`src/rtl/seq_multiplier_if.sv`:
```
`default_nettype none
// ============================================================================
// Module  : seq_multiplier_if
// Purpose : Operand-in / product-out valid-ready bundle for seq_multiplier.
// Rev     : 1.0  initial release
// ============================================================================
interface seq_multiplier_if #(
  parameter int WIDTH = 16
);
  logic               in_valid;
  logic               in_ready;
  logic [WIDTH-1:0]   a;
  logic [WIDTH-1:0]   b;
  logic               out_valid;
  logic               out_ready;
  logic [2*WIDTH-1:0] product;

  modport master (
    output in_valid, a, b, out_ready,
    input  in_ready, out_valid, product
  );

  modport slave (
    input  in_valid, a, b, out_ready,
    output in_ready, out_valid, product
  );
endinterface
`default_nettype wire

```
`src/rtl/seq_multiplier.sv`:
```
`default_nettype none
// ============================================================================
// Module  : seq_multiplier
// Purpose : Unsigned shift-and-add multiplier, one partial product per clock.
// Rev     : 1.0  initial release
// ============================================================================
module full_adder (
  input  logic a_i,
  input  logic b_i,
  input  logic c_i,
  output logic s_o,
  output logic c_o
);
  assign s_o = a_i ^ b_i ^ c_i;
  assign c_o = (a_i & b_i) | (c_i & (a_i ^ b_i));
endmodule

module seq_multiplier #(
  parameter int WIDTH = 16
) (
  input  logic             clk,
  input  logic             rst,
  seq_multiplier_if.slave  bus
);
  localparam int CNT_W = $clog2(WIDTH + 1);
  localparam logic [CNT_W-1:0] C_LAST = CNT_W'(WIDTH - 1);

  typedef enum logic [1:0] {
    S_IDLE = 2'd0,
    S_BUSY = 2'd1,
    S_DONE = 2'd2
  } state_t;

  state_t               state_q, state_d;
  logic [WIDTH-1:0]     mcand_q, mcand_d;
  logic [WIDTH-1:0]     acc_hi_q, acc_hi_d;
  logic [WIDTH-1:0]     acc_lo_q, acc_lo_d;
  logic [CNT_W-1:0]     cnt_q, cnt_d;
  logic [2*WIDTH-1:0]   product_q, product_d;

  logic [WIDTH-1:0]     addend;
  logic [WIDTH-1:0]     sum;
  logic [WIDTH:0]       carry;

  assign addend   = acc_lo_q[0] ? mcand_q : '0;
  assign carry[0] = 1'b0;

  generate
    for (genvar i = 0; i < WIDTH; i++) begin : g_ripple
      full_adder u_fa (
        .a_i (acc_hi_q[i]),
        .b_i (addend[i]),
        .c_i (carry[i]),
        .s_o (sum[i]),
        .c_o (carry[i+1])
      );
    end
  endgenerate

  always_comb begin
    state_d   = state_q;
    mcand_d   = mcand_q;
    acc_hi_d  = acc_hi_q;
    acc_lo_d  = acc_lo_q;
    cnt_d     = cnt_q;
    product_d = product_q;
    case (state_q)
      S_IDLE: begin
        if (bus.in_valid) begin
          mcand_d  = bus.a;
          acc_lo_d = bus.b;
          acc_hi_d = '0;
          cnt_d    = '0;
          state_d  = S_BUSY;
        end
      end
      S_BUSY: begin
        // Shift {carry, sum, acc_lo} right by one; carry-out lands in the MSB.
        acc_hi_d = {carry[WIDTH], sum[WIDTH-1:1]};
        acc_lo_d = {sum[0], acc_lo_q[WIDTH-1:1]};
        cnt_d    = cnt_q + CNT_W'(1);
        if (cnt_q == C_LAST) begin
          product_d = {carry[WIDTH], sum, acc_lo_q[WIDTH-1:1]};
          state_d   = S_DONE;
        end
      end
      S_DONE: begin
        if (bus.out_ready) begin
          state_d = S_IDLE;
        end
      end
      default: state_d = S_IDLE;
    endcase
  end

  always_ff @(posedge clk) begin
    if (rst) begin
      state_q   <= S_IDLE;
      mcand_q   <= '0;
      acc_hi_q  <= '0;
      acc_lo_q  <= '0;
      cnt_q     <= '0;
      product_q <= '0;
    end else begin
      state_q   <= state_d;
      mcand_q   <= mcand_d;
      acc_hi_q  <= acc_hi_d;
      acc_lo_q  <= acc_lo_d;
      cnt_q     <= cnt_d;
      product_q <= product_d;
    end
  end

  assign bus.in_ready  = (state_q == S_IDLE);
  assign bus.out_valid = (state_q == S_DONE);
  assign bus.product   = product_q;
endmodule
`default_nettype wire
```
`src/flat_wrapper.sv`:
```
// flat-port wrapper written by rule: the top's interface ports become plain ports
module seq_multiplier_flat 
#(
  parameter int WIDTH = 16
)
  (clk, rst, bus_in_valid, bus_a, bus_b, bus_out_ready, bus_in_ready, bus_out_valid, bus_product);
  seq_multiplier_if #(.WIDTH(WIDTH)) bus_i ();
  input  logic clk;
  input  logic rst;
  input wire logic [$bits(bus_i.in_valid)-1:0] bus_in_valid;
  input wire logic [$bits(bus_i.a)-1:0] bus_a;
  input wire logic [$bits(bus_i.b)-1:0] bus_b;
  input wire logic [$bits(bus_i.out_ready)-1:0] bus_out_ready;
  output wire logic [$bits(bus_i.in_ready)-1:0] bus_in_ready;
  output wire logic [$bits(bus_i.out_valid)-1:0] bus_out_valid;
  output wire logic [$bits(bus_i.product)-1:0] bus_product;
  assign bus_i.in_valid = bus_in_valid;
  assign bus_i.a = bus_a;
  assign bus_i.b = bus_b;
  assign bus_i.out_ready = bus_out_ready;
  assign bus_in_ready = bus_i.in_ready;
  assign bus_out_valid = bus_i.out_valid;
  assign bus_product = bus_i.product;
  seq_multiplier #(.WIDTH(WIDTH)) u_core (.clk(clk), .rst(rst), .bus(bus_i));
endmodule
```
`config.mk`:
```
export PLATFORM = sky130hd
export DESIGN_NAME = seq_multiplier_flat
export DESIGN_NICKNAME = d
export VERILOG_FILES = /design/src/rtl/seq_multiplier_if.sv /design/src/rtl/seq_multiplier.sv /design/src/flat_wrapper.sv
export SDC_FILE = /design/constraint.sdc
export NUM_CORES = 1
export LEC_CHECK = 0
export BUFFER_PORTS_ARGS = -buffer_cell sky130_fd_sc_hd__buf_2
export CORE_UTILIZATION = 59
export CTS_BUF_LIST = sky130_fd_sc_hd__clkbuf_8
export CTS_CLUSTER_SIZE = 10
export DETAILED_ROUTE_END_ITERATION = 8
export HOLD_SLACK_MARGIN = 0.06
export PLACE_DENSITY = 0.84
export SETUP_SLACK_MARGIN = 0.3
export SYNTH_ARGS = -nofsm -noshare
export SYNTH_HDL_FRONTEND = slang
export SYNTH_SLANG_ARGS = --single-unit
```
`constraint.sdc`:
```
create_clock -name clk -period 17.6 [get_ports clk]
set_input_delay 0.88 -clock clk [delete_from_list [all_inputs] [get_ports clk]]
set_output_delay 0.88 -clock clk [all_outputs]
set_load 0.005 [all_outputs]
```
==> results.json <==
{
  "cp_slowest_cell": "dfxtp_1",
  "routed_wirelength_mm": 7.75,
  "ant_nets_after_route": 0,
  "timing.critical_path.cells": "and2_1, ha_1, inv_1, fa_1, fa_1, fa_1, fa_1, fa_1, fa_1, fa_1, fa_1, fa_1, fa_1, fa_1, fa_1, fa_1, fa_1, fa_1, nand2b_1, a21oi_1",
  "nNetsFinal": 547,
  "layout-area-overhead-vs-synth_pct": 10.9,
  "timing.setup.critical_path_class": "flop to flop",
  "ys.warnings.count": 0,
  "worst_hold_path_type": "flop to flop",
  "drt-initial-drc-count": 184,
  "grt_antenna_before_repair": 0,
  "htree_levels": 3,
  "cts_inserted_buffers": 9,
  "required_time_at_the_endpoint_of_the_critical_path_ns": 17.80,
  "final.setup.tns_ns": 0,
  "cap_viol_max_count": 0,
  "outcome": "complete, no violations",
  "number_of_standard_cells_after_synthesis": 445,
  "drive_above_1_share_pct": 18.5,
  "grt_start_max_net_pins": 88,
  "least_margin_pin_slew_ns": 1.17,
  "boundaryPins": 70,
  "number_of_port_buffers": 69,
  "grt_remaining_overflow": 0,
  "syn-mean-instance-area_sq_um": 8.52,
  "cts.hold.buffers_added": 0,
  "critical_path.top_delay_family": "adder cells",
  "grt_first_pass_wirelength_mm": 12.7,
  "start_util_pct": 62.5,
  "timing.fmax_ghz": 0.127,
  "post-cts-setup-buffers": 0,
  "maxSlewHeadroom_pct": 22.0,
  "insertedDiodeCount": 0,
  "core_area_sq_um": 6060,
  "synth-seq-cells": 87,
  "synth_sequential_area_ratio_pct": 46.0,
  "dieHeight_um": 82.1,
  "vias": 3076,
  "path_common_cell": "fa_1",
  "grt_pass1_vias": 2752,
  "detail_route.first_pass.iterations": 5,
  "detail_route.vias_per_cell": 5.38,
  "detail_route.wl_per_cell_um": 13.5,
  "placementRows": 28,
  "r2r_slack_ns": 9.70,
  "place_ws_ns": 9.69,
  "place_congestion": 0.778,
  "ir_worst_vdd_mv": 0.0491,
  "static-leakage-power_nw": 1.56,
  "cts_resized": 0,
  "mappedNetlistNets": 499,
  "gr-usage-all-layers_pct": 24.8,
  "final.setup_skew_ns": 0.00674,
  "crit_path_time_final_ns": 7.90,
  "finish.utilization_pct": 69.3,
  "powerDensity_nw_per_um2": 85.8,
  "cp.arrival_ns": 8.10,
  "synth_area_sq_um": 3790,
  "maxSlewViolCount": 0,
  "cp_slowest_stage_delay_ns": 0.68,
  "clk_path_buf_depth": 2,
  "setup_slack_ns": 9.70,
  "unrepaired_setup_endpoints_after_global_routing": "false",
  "detailedPlacementHpwl_mm": 5.17,
  "cp-end-kind": "flop",
  "clock_sinks": 87,
  "fin_cells": 572,
  "timing_hold_violations_final": 0,
  "worst_skew_pair.late_latency_ns": 0.35,
  "final.period_utilization_pct": 44.9,
  "setup_viol": 0,
  "dpl.cell_count": 557,
  "fp.dieArea_sq_um": 6750,
  "yosysUniqueCellTypes": 31,
  "path_buf_inv": 1,
  "worstSetupStartpointType": "flop",
  "die_w_um": 82.1,
  "clkTransAtPathRegs_ns": 0.08,
  "detail_route.drc_violations": 0,
  "timing.critical_path.fanout_max": 17,
  "cts_root_buffer": "clkbuf_8",
  "tritoncts": "yes"
}
==> per-stage QoR <==
stage / area, sq um / hold slack [ns] / power (mW)
floorplan: 3790 / 0.432 / 0.238
global placement: 4040 / 0.440 / 0.244
detailed placement: 4040 / 0.443 / 0.245
CTS: 4200 / 0.455 / 0.364
global route: 4200 / 0.468 / 0.377
finish: 4200 / 0.453 / 0.361
==> layout make-up <==
type	instances	area [sq um]
timing repair buffer	73	375
sequential	87	1740
inverter	17	63.8
clock inverter	5	26.3
multi-input combinational	305	1760
fill	502	1860
tap	75	93.8
clock buffer	10	138
==> layer usage <==
metal | up-vias | track usage (%) | part of all wire [%]
li1 | 1565 | - | -
met1 | 1429 | 32.8 | 47
met2 | 73 | 39.9 | 48
met3 | 9 | 6.37 | 4.1
met4 | 0 | 7.19 | 1.1
met5 | - | 0 | 0
==> final timing paths <==
kind	start	endpoint	depth (start not counted)
max	u_core.acc_lo_q[0]	u_core.acc_hi_q[14]	20
min	u_core.bus.product[9]	u_core.bus.product[9]	2
max reg2reg	u_core.acc_lo_q[0]	u_core.acc_hi_q[14]	20
min reg2reg	u_core.bus.product[9]	u_core.bus.product[9]	2
==> registers in the layout (all words and copies together), names as in the netlist <==
name,flops
u_core.bus.product,32
u_core.acc_lo_q,16
u_core.acc_hi_q,16
u_core.mcand_q,16
u_core.state_q,2
u_core.cnt_q,5
==> cell families after synthesis <==
kind of cell	synth area share, %
flops	46.0
buf+inv	7.56
simple gates	21.0
compound gates	16.6
fa+ha+maj	8.91
==> cells in the mapped netlist <==
cell	count	area [sq um]
dfxtp_1	87	1740
a211oi_1	32	240
a311oi_1	1	8.76
fa_1	15	300
a21oi_1	67	335
nand3_1	20	100
nand2_1	98	368
nor2b_1	2	12.5
nor2_1	34	128
or3b_1	1	8.76
a31oi_1	1	6.26
and3b_1	1	8.76
ha_1	3	37.5
o21bai_2	1	11.3
buf_2	10	50.1
o211a_1	1	10.0
and3_1	1	6.26
or3_1	1	6.26
buf_6	6	67.6
buf_4	5	37.5
clkbuf_1	14	52.6
o21a_1	1	7.51
and2_1	1	6.26
nand2b_1	19	119
nand3b_1	1	7.51
o21ba_2	1	10.0
nor3_1	1	5.00
buf_8	1	15.0
inv_1	17	63.8
nor2_2	1	6.26
nor3b_2	1	12.5
==> cell usage in the layout (no fill, tap or decap), types with 4 or more instances in the layout <==
cell type / instances
nand2b_1: 19
inv_1: 18
fa_1: 15
buf_4: 4
a211oi_1: 32
nor2_1: 34
dfxtp_1: 87
nand3_1: 20
a21oi_1: 67
nand2_1: 98
buf_2: 69
clkbuf_8: 10
==> worst min-delay path, stage by stage, from the launching register on <==
cell and delay, ns:
dfxtp_1 0.31, nand2_1 0.05, a21oi_1 0.05
==> where the power goes <==
group | switching [mW] | leakage, nW | internal (mW)
Clock | 0.0668 | 0.0891 | 0.0531
Sequential | 0.00585 | 0.708 | 0.203
Combinational | 0.0201 | 0.767 | 0.0115
Note: power is estimated with default switching activity, not from simulation.
